## src/rtl/layer_mixer_if.sv

```systemverilog
// Pixel-mixer bus: per-pixel layer inputs, priority-table config port and composited outputs.
interface layer_mixer_if #(
    parameter int NUM_LAYERS = 5,
    parameter int COLOR_W    = 3
);
    logic                          visible;
    logic                          frame_start;
    logic                          menu_mode;
    logic [NUM_LAYERS-1:0]         layer_en;
    logic [NUM_LAYERS*COLOR_W-1:0] layer_rgb;
    logic [NUM_LAYERS-1:0]         blink_mask;
    logic                          cfg_we;
    logic [2:0]                    cfg_slot;
    logic [2:0]                    cfg_layer;
    logic [COLOR_W-1:0]            oRGB;
    logic                          o_hit;
    logic [2:0]                    o_layer;

    modport master (
        output visible, frame_start, menu_mode, layer_en, layer_rgb, blink_mask,
               cfg_we, cfg_slot, cfg_layer,
        input  oRGB, o_hit, o_layer
    );

    modport slave (
        input  visible, frame_start, menu_mode, layer_en, layer_rgb, blink_mask,
               cfg_we, cfg_slot, cfg_layer,
        output oRGB, o_hit, o_layer
    );
endinterface

```

## src/rtl/layer_mixer.sv

```systemverilog
// Priority-table layer compositor with double-buffered table and 2-cycle pixel pipeline.
// Define LAYER_MIXER_BLINK_EN to build the frame-counted blink suppression.
module layer_mixer #(
    parameter int NUM_LAYERS   = 5,
    parameter int COLOR_W      = 3,
    parameter int MENU_LAYER   = 4,
    parameter int BLINK_FRAMES = 16
) (
    input  logic          clock,
    input  logic          reset,
    layer_mixer_if.slave  bus
);

    localparam logic [3:0] NL       = 4'(NUM_LAYERS);
    localparam logic [2:0] MENU_IDX = 3'(MENU_LAYER);

    logic [2:0] shadow_tbl [NUM_LAYERS];
    logic [2:0] shadow_nxt [NUM_LAYERS];
    logic [2:0] active_tbl [NUM_LAYERS];
    logic       cfg_ok;

    // Out-of-range slots or layers are dropped so the tables only ever hold valid layers.
    assign cfg_ok = bus.cfg_we && ({1'b0, bus.cfg_slot} < NL) && ({1'b0, bus.cfg_layer} < NL);

    always_comb begin
        for (int s = 0; s < NUM_LAYERS; s++) shadow_nxt[s] = shadow_tbl[s];
        if (cfg_ok) shadow_nxt[bus.cfg_slot] = bus.cfg_layer;
    end

    always_ff @(posedge clock) begin
        if (reset) begin
            for (int s = 0; s < NUM_LAYERS; s++) begin
                shadow_tbl[s] <= 3'(s);
                active_tbl[s] <= 3'(s);
            end
        end else begin
            for (int s = 0; s < NUM_LAYERS; s++) shadow_tbl[s] <= shadow_nxt[s];
            if (bus.frame_start) begin
                for (int s = 0; s < NUM_LAYERS; s++) active_tbl[s] <= shadow_nxt[s];
            end
        end
    end

    logic [7:0] blink_off;

`ifdef LAYER_MIXER_BLINK_EN
    localparam logic [7:0] WRAP = 8'(BLINK_FRAMES - 1);
    logic [7:0] frame_cnt;
    logic       phase;

    always_ff @(posedge clock) begin
        if (reset) begin
            frame_cnt <= 8'd0;
            phase     <= 1'b0;
        end else if (bus.frame_start) begin
            if (frame_cnt == WRAP) begin
                frame_cnt <= 8'd0;
                phase     <= ~phase;
            end else begin
                frame_cnt <= frame_cnt + 8'd1;
            end
        end
    end

    always_comb begin
        blink_off = '0;
        if (phase) blink_off[NUM_LAYERS-1:0] = bus.blink_mask;
    end
`else
    logic unused_blink;
    assign unused_blink = ^bus.blink_mask;
    assign blink_off    = '0;
`endif

    logic [7:0]         elig;
    logic [COLOR_W-1:0] rgb_arr [8];
    logic               win_hit;
    logic [2:0]         win_layer;
    logic [COLOR_W-1:0] win_rgb;

    always_comb begin
        elig = '0;
        for (int i = 0; i < 8; i++) rgb_arr[i] = '0;
        for (int i = 0; i < NUM_LAYERS; i++) begin
            elig[i]    = bus.layer_en[i] && !blink_off[i] && (!bus.menu_mode || (3'(i) == MENU_IDX));
            rgb_arr[i] = bus.layer_rgb[i*COLOR_W +: COLOR_W];
        end
    end

    always_comb begin
        win_hit   = 1'b0;
        win_layer = 3'd0;
        for (int s = 0; s < NUM_LAYERS; s++) begin
            if (!win_hit && elig[active_tbl[s]]) begin
                win_hit   = 1'b1;
                win_layer = active_tbl[s];
            end
        end
        win_rgb = win_hit ? rgb_arr[win_layer] : '0;
    end

    logic               vld_p1;
    logic               hit_p1;
    logic [2:0]         layer_p1;
    logic [COLOR_W-1:0] rgb_p1;

    always_ff @(posedge clock) begin
        if (reset) begin
            vld_p1      <= 1'b0;
            hit_p1      <= 1'b0;
            layer_p1    <= 3'd0;
            rgb_p1      <= '0;
            bus.oRGB    <= '0;
            bus.o_hit   <= 1'b0;
            bus.o_layer <= 3'd0;
        end else begin
            // stage 1: winner selection registered
            vld_p1      <= bus.visible;
            hit_p1      <= win_hit;
            layer_p1    <= win_layer;
            rgb_p1      <= win_rgb;
            // stage 2: blanking outside the active area
            bus.oRGB    <= vld_p1 ? rgb_p1 : '0;
            bus.o_hit   <= vld_p1 && hit_p1;
            bus.o_layer <= vld_p1 ? layer_p1 : 3'd0;
        end
    end

endmodule

```

## src/flat_wrapper.sv

```systemverilog
// flat-port wrapper written by rule: the top's interface ports become plain ports
module layer_mixer_flat 
#(
    parameter int NUM_LAYERS   = 5,
    parameter int COLOR_W      = 3,
    parameter int MENU_LAYER   = 4,
    parameter int BLINK_FRAMES = 16
)
  (clock, reset, bus_visible, bus_frame_start, bus_menu_mode, bus_layer_en, bus_layer_rgb, bus_blink_mask, bus_cfg_we, bus_cfg_slot, bus_cfg_layer, bus_oRGB, bus_o_hit, bus_o_layer);
  layer_mixer_if #(.NUM_LAYERS(NUM_LAYERS), .COLOR_W(COLOR_W)) bus_i ();
  input  logic clock;
  input  logic reset;
  input wire logic [$bits(bus_i.visible)-1:0] bus_visible;
  input wire logic [$bits(bus_i.frame_start)-1:0] bus_frame_start;
  input wire logic [$bits(bus_i.menu_mode)-1:0] bus_menu_mode;
  input wire logic [$bits(bus_i.layer_en)-1:0] bus_layer_en;
  input wire logic [$bits(bus_i.layer_rgb)-1:0] bus_layer_rgb;
  input wire logic [$bits(bus_i.blink_mask)-1:0] bus_blink_mask;
  input wire logic [$bits(bus_i.cfg_we)-1:0] bus_cfg_we;
  input wire logic [$bits(bus_i.cfg_slot)-1:0] bus_cfg_slot;
  input wire logic [$bits(bus_i.cfg_layer)-1:0] bus_cfg_layer;
  output wire logic [$bits(bus_i.oRGB)-1:0] bus_oRGB;
  output wire logic [$bits(bus_i.o_hit)-1:0] bus_o_hit;
  output wire logic [$bits(bus_i.o_layer)-1:0] bus_o_layer;
  assign bus_i.visible = bus_visible;
  assign bus_i.frame_start = bus_frame_start;
  assign bus_i.menu_mode = bus_menu_mode;
  assign bus_i.layer_en = bus_layer_en;
  assign bus_i.layer_rgb = bus_layer_rgb;
  assign bus_i.blink_mask = bus_blink_mask;
  assign bus_i.cfg_we = bus_cfg_we;
  assign bus_i.cfg_slot = bus_cfg_slot;
  assign bus_i.cfg_layer = bus_cfg_layer;
  assign bus_oRGB = bus_i.oRGB;
  assign bus_o_hit = bus_i.o_hit;
  assign bus_o_layer = bus_i.o_layer;
  layer_mixer #(.NUM_LAYERS(NUM_LAYERS), .COLOR_W(COLOR_W), .MENU_LAYER(MENU_LAYER), .BLINK_FRAMES(BLINK_FRAMES)) u_core (.clock(clock), .reset(reset), .bus(bus_i));
endmodule
```

## config.mk

```make
export PLATFORM = sky130hd
export DESIGN_NAME = layer_mixer_flat
export DESIGN_NICKNAME = d
export VERILOG_FILES = /design/src/rtl/layer_mixer_if.sv /design/src/rtl/layer_mixer.sv /design/src/flat_wrapper.sv
export SDC_FILE = /design/constraint.sdc
export NUM_CORES = 1
export LEC_CHECK = 0
export ABC_CLOCK_PERIOD_IN_PS = 2900
export BUFFER_PORTS_ARGS = -buffer_cell sky130_fd_sc_hd__buf_2
export CAP_MARGIN = 10
export CORE_AREA = 5 5 99 101
export DETAILED_ROUTE_END_ITERATION = 7
export DIE_AREA = 0 0 104 106
export GPL_TIMING_DRIVEN = 0
export SETUP_SLACK_MARGIN = 0.4
export SLEW_MARGIN = 20
export SYNTH_ARGS = -nofsm -noshare
export SYNTH_HDL_FRONTEND = slang
export SYNTH_SLANG_ARGS = --single-unit
```

## constraint.sdc

```tcl
create_clock -name clock -period 2.9 [get_ports clock]
set_input_delay 0.58 -clock clock [delete_from_list [all_inputs] [get_ports clock]]
set_output_delay 0.58 -clock clock [all_outputs]
set_load 0.1 [all_outputs]
```

==> results.cfg, run 1 <==
[worst_setup_path]
r2r_slack_ps = 90
cp-start-kind = register
timing.rr.end = u_core.rgb_p1[0]$_SDFF_PP0_
crit_path_end_kind = register
crit_arrival_ps = 2990
crit-reg2reg-launch = u_core.active_tbl[0][3]$_SDFFCE_PN1P_
cpMaxStageDelayCell = mux4_2
crit_type = register to register
worstPathMaxFanout = 6
reg2reg_depth = 8
path_cells = mux2_4 > a211oi_2 > or4b_4 > buf_6 > nor3_4 > o2bb2ai_4 > mux4_2 > a22o_1
max_stage_delay_ps = 540
startpoint = u_core.active_tbl[0][3]$_SDFFCE_PN1P_
required_ps = 3080

[finish]
fillers = 965
syn2layout_area_growth_pct = 25.7
multi_input_area_um2 = 1130
nNetsFinal = 276
final_util_pct = 29.8
final_area_um2 = 2670
num_antenna_cells = 0
final_cell_mix = buf_2, dfxtp_1, and2_1
ff_latch_area_um2 = 1050
layout_commonest_cell = buf_2
drive_gt1_share_pct = 31.7

[hold_path]
min_to = u_core.bus.oRGB[1]$_SDFF_PP0_
hold_depth = 1
worst_hold_path_type = register to register
hp-start = u_core.rgb_p1[1]$_SDFF_PP0_

[timing]
finalHoldViolCount = 0
rsz0062_at_grt = yes
timing.fmax_mhz = 355
holdWs_ps = 427
fin_crit_ps = 2810
skew_ps = 10.7
relSlewSlack_pct = 50.7
worst_pin_slew_ps = 732
period_share_pct = 97.1
finalSetupViolations = 0
slew_violations = 0

[floorplanning]
dieWidth_um = 104
pin_count = 44
core_um2 = 8930
dieArea_um2 = 11000
rows = 35
die-height_um = 106
start_util_pct = 23.7

[flow_run]
cap_violations = 0

[logic_synthesis]
syn_area_per_cell_um2 = 11.2
synth_compound_area_share_pct = 8.74
ys_seq_area_share_pct = 49.6
synthXorXnorAreaFrac_pct = 0
synthesis.area_um2 = 2120
synth.mux.area_fraction_pct = 14.5
synthAdderAreaFrac_pct = 0
synth.distinct_cells = 42
synth_top_family_by_area = simple AND/OR/NAND/NOR gates
ys_ff_latch = 45
syn-num-nets = 226
synthCells = 189
synthSimpleGateAreaFrac_pct = 26.0
yosys_warnings = 0

[clock_network]
htree_levels = 2
cts_buffers = 5
clkTransAtPathRegs_ps = 90
cts_tree = yes
clock_path_buffers = 2
clk_latency_ps = 290
cts_root_buffer = clkbuf_8
hold_buffers = 0
cts.sinks = 45

[routing]
drt_iter0_drc = 26
vias_per_cell = 4.46
avgRoutedWirePerCell_um = 13.2
ant_nets = 0
routed_wirelength_mm = 4.65
drc = 0
firstDrtPassIters = 4
vias = 1567

[pwr]
power_frac_comb_pct = 16.0
p_sw_share_pct = 25.7
internal-power_uw = 939
p_seq_share_pct = 54.0
leakagePower_nw = 1.05
pwr-share-clk_pct = 30.0
switchingPower_uw = 325
pwr_density_cell_nw_per_um2 = 474
vdd_drop_max_mv = 0.211

[global_routing]
antenna_found_initial = 0
grt_max_degree = 16
track_usage_pct = 8.59
grt_pass1_vias = 1624
grt_pass1_wl_mm = 7.67
overflow = 0

[place]
hpwl_mm = 3.67
io_buffers = 37
gp_congestion = 0.903
placed_area_um2 = 2460

[run_status]
outcome = finished clean
==> cells in the mapped netlist (all sizes together) <==
| library cell | instances | area (um^2) |
|---|---|---|
| nand3 | 3 | 15.0 |
| nand2 | 9 | 33.8 |
| or4b | 2 | 20.0 |
| o21ba | 1 | 10.0 |
| or3b | 3 | 26.3 |
| buf | 1 | 5.00 |
| edfxtp | 15 | 450 |
| clkbuf | 5 | 18.8 |
| nand4bb | 1 | 11.3 |
| mux2i | 18 | 180 |
| o31ai | 1 | 12.5 |
| o221ai | 1 | 8.76 |
| o2bb2ai | 3 | 38.8 |
| mux4 | 4 | 90.1 |
| nor3 | 7 | 35.0 |
| mux2 | 3 | 37.5 |
| a32oi | 1 | 8.76 |
| a211oi | 3 | 27.5 |
| nand2b | 6 | 37.5 |
| a22o | 3 | 26.3 |
| o21ai | 2 | 10.0 |
| nor4 | 2 | 12.5 |
| dfxtp | 30 | 601 |
| or4 | 1 | 7.51 |
| nor3b | 4 | 41.3 |
| or3 | 3 | 18.8 |
| or4bb | 1 | 11.3 |
| nor2 | 17 | 63.8 |
| and2 | 19 | 119 |
| o221a | 1 | 11.3 |
| nor4bb | 3 | 30.0 |
| a21oi | 5 | 25.0 |
| o22ai | 1 | 6.26 |
| nor2b | 4 | 25.0 |
| nand3b | 5 | 37.5 |
| or2 | 1 | 6.26 |
==> timing repair <==
action | CTS | global route
resized for setup | 3 | 11
pin swaps | 0 | 1
setup endpoints to repair | 4 | 5
endpoints found under the hold margin | 0 | 0
buffers inserted | 4 | 2
==> routing by layer <==
layer | wire, um | vias up | global-route usage, %
li1 | - | 796 | -
met1 | 2030 | 728 | 10.3
met2 | 2240 | 39 | 14.2
met3 | 319 | 4 | 3.40
met4 | 58 | 0 | 2.68
met5 | 0 | - | 0
==> worst max-delay path by stage <==
stage                                             end  cells past startpoint
final                     u_core.rgb_p1[0]$_SDFF_PP0_                      8
after global routing      u_core.rgb_p1[1]$_SDFF_PP0_                      8
after CTS                 u_core.rgb_p1[0]$_SDFF_PP0_                      8
after detailed placement  u_core.rgb_p1[0]$_SDFF_PP0_                      9
after global placement    u_core.rgb_p1[0]$_SDFF_PP0_                      9
after floorplan           u_core.rgb_p1[0]$_SDFF_PP0_                      8
==> registers in the layout, summed over array words and instances (netlist names) <==
register,count
u_core.active_tbl,15
u_core.bus.oRGB,3
u_core.bus.o_hit,1
u_core.bus.o_layer,3
u_core.hit_p1,1
u_core.layer_p1,3
u_core.rgb_p1,3
u_core.shadow_tbl,15
u_core.vld_p1,1
==> logic make-up after synthesis <==
logic type,count (synthesis)
flip-flops,45
AO/OA/AOI/OAI,22
buffers and inverters,6
multiplexers,25
AND/OR/NAND/NOR,91
==> power groups by stage <==
stage / logic (mW) / registers [mW] / clock network, mW
final: 0.202 / 0.683 / 0.379
after global routing: 0.222 / 0.686 / 0.423
after CTS: 0.197 / 0.683 / 0.391
after detailed placement: 0.186 / 0.698 / 0
after global placement: 0.181 / 0.697 / 0
after floorplan: 0.113 / 0.710 / 0
==> through the flow <==
step	cells	total power, mW	setup slack, ps	setup TNS (ps)
after floorplan	189	0.822	166	0
after global placement	337	0.878	-218	-643
after detailed placement	337	0.884	-329	-950
after CTS	349	1.27	62.0	0
after global routing	351	1.33	-12.6	-27.1
final	351	1.26	85.5	0
==> worst max-delay path, delay by kind of cell (launching register included) <==
kind | cells | cell delay, ps
multiplexers | 2 | 880
flip-flops | 1 | 450
AND/OR/NAND/NOR | 2 | 630
AO/OA/AOI/OAI | 3 | 590
buffers and inverters | 1 | 150
==> area by class of cell <==
type	count	share of cell area (%)
plain buffers	6	1.13
flip-flops and latches	45	39.4
clock inverters	2	0.610
repair buffers	43	8.64
multi-input cells	138	42.3
well taps	111	5.21
clock buffers	6	2.72
Power figures use the tool's default switching activity.
==> run 2, diff against run 1 <==
CORE_AREA = 5 5 72 74   (was 5 5 99 101)
DIE_AREA = 0 0 77 79   (was 0 0 104 106)
PLACE_DENSITY = 0.74   (was default)
==> run 2 against run 1 <==
Net effect:
- clock power is 5.3% higher
- critical path type unchanged
- via count is 0.45% higher
- final cell count is 17% lower
==> results.cfg, run 2 (synthesis gave the netlist of run 1 again) <==
[global_routing]
antenna_found_initial = 0
grt_pass1_vias = 1543
track_usage_pct = 15.0
overflow = 0
grt_max_degree = 16
grt_pass1_wl_mm = 7.20

[floorplanning]
pin_count = 44
die-height_um = 79
start_util_pct = 46.7
dieArea_um2 = 6080
core_um2 = 4540
rows = 25
dieWidth_um = 77

[clock_network]
hold_buffers = 0
htree_levels = 2
cts_tree = yes
cts_root_buffer = clkbuf_8
cts_buffers = 5
clock_path_buffers = 2
clkTransAtPathRegs_ps = 80
clk_latency_ps = 300
cts.sinks = 45

[timing]
setup_ws_ps = 60.4
timing.fmax_mhz = 352
skew_ps = 5.62
fin_crit_ps = 2840
tns_ps = 0
worst_pin_slew_ps = 747
holdWs_ps = 428
rsz0062_at_grt = yes
finalSetupViolations = 0
finalHoldViolCount = 0
slew_violations = 0
period_share_pct = 97.9
relSlewSlack_pct = 49.8

[routing]
vias_per_cell = 5.37
vias = 1574
ant_nets = 0
firstDrtPassIters = 4
drc = 0
drt_iter0_drc = 87
avgRoutedWirePerCell_um = 14.8
routed_wirelength_mm = 4.33

[finish]
final_cells = 293
layout_commonest_cell = buf_2
top_regs = u_core.active_tbl (15), u_core.shadow_tbl (15)
num_antenna_cells = 0
nNetsFinal = 275
final_area_um2 = 2580
final_cell_mix = buf_2, dfxtp_1, mux2i_1, and2_1, nor2_1
drive_gt1_share_pct = 30.1
final_util_pct = 56.9
syn2layout_area_growth_pct = 21.7
fillers = 377

[place]
gp_congestion = 0.814
pre_cts_slack_ps = -133
place_inst = 280
hpwl_mm = 3.33
placed_area_um2 = 2390
io_buffers = 37

[worst_setup_path]
crit_buf_inv = 1
crit_path_end_kind = register
worstPathMaxFanout = 6
cpMaxStageDelayCell = mux4_2
max_stage_delay_ps = 520
required_ps = 3090
crit_arrival_ps = 3030
path_cells = mux2_4 > a211oi_4 > or4b_4 > buf_6 > nor3_4 > o2bb2ai_4 > mux4_2 > a22o_1
cpLargestDelayFamily = multiplexers
cp-start-kind = register
crit_type = register to register

[flow_run]
cap_violations = 0

[hold_path]
worst_hold_path_type = register to register

[run_status]
outcome = finished clean

[pwr]
p_total_mw = 1.28
leakagePower_nw = 1.06
pwr_density_cell_nw_per_um2 = 496
vdd_drop_max_mv = 0.329
-- run 2: per-layer routing --
metal,global-route usage (%),vias up,routed length [um],share of wire (%)
met5,0,-,0,0
met4,6.87,0,112,2.6
met3,3.97,11,186,4.3
met2,26.6,39,2260,52
met1,16.8,723,1770,41
li1,-,801,-,-
-- run 2: worst paths after layout --
check / from / to / slack, ps / depth (start not counted)
max: u_core.active_tbl[0][3]$_SDFFCE_PN1P_ / u_core.rgb_p1[2]$_SDFF_PP0_ / 60 / 8
min: u_core.layer_p1[2]$_SDFF_PP0_ / u_core.bus.o_layer[2]$_SDFF_PP0_ / 430 / 1
min reg2reg: u_core.layer_p1[2]$_SDFF_PP0_ / u_core.bus.o_layer[2]$_SDFF_PP0_ / 430 / 1
max reg2reg: u_core.active_tbl[0][3]$_SDFFCE_PN1P_ / u_core.rgb_p1[2]$_SDFF_PP0_ / 60 / 8
-- run 2: cell type report --
class / instances / area [um^2] / share of cell area (%)
tap: 54 / 67.6 / 2.62
clock inverter: 2 / 13.8 / 0.534
timing repair buffer: 42 / 223 / 8.64
sequential: 45 / 1050 / 40.8
buffer: 6 / 30.0 / 1.16
clock buffer: 6 / 82.6 / 3.20
multi-input combinational: 138 / 1110 / 43.1
-- run 2: power by group --
group,switching [mW],total [mW],internal [mW]
Combinational,0.104,0.197,0.0924
Sequential,0.00972,0.683,0.674
Clock,0.206,0.399,0.193
Total,0.320,1.28,0.959
-- run 2: worst reg2reg max path, stage by stage, from the launching register on --
cell and delay [ps]:
edfxtp_1 470, mux2_4 360, a211oi_4 220, or4b_4 490, buf_6 150, nor3_4 150
o2bb2ai_4 170, mux4_2 520, a22o_1 210
-- run 2: timing repair --
action / 4_1_cts / 5_1_grt
setup endpoints to repair: 4 / 5
gates resized for setup: 3 / 6
setup buffers: 2 / 3
cloned: 0 / 0
pin swaps: 0 / 1
hold endpoints to repair: 0 / 0
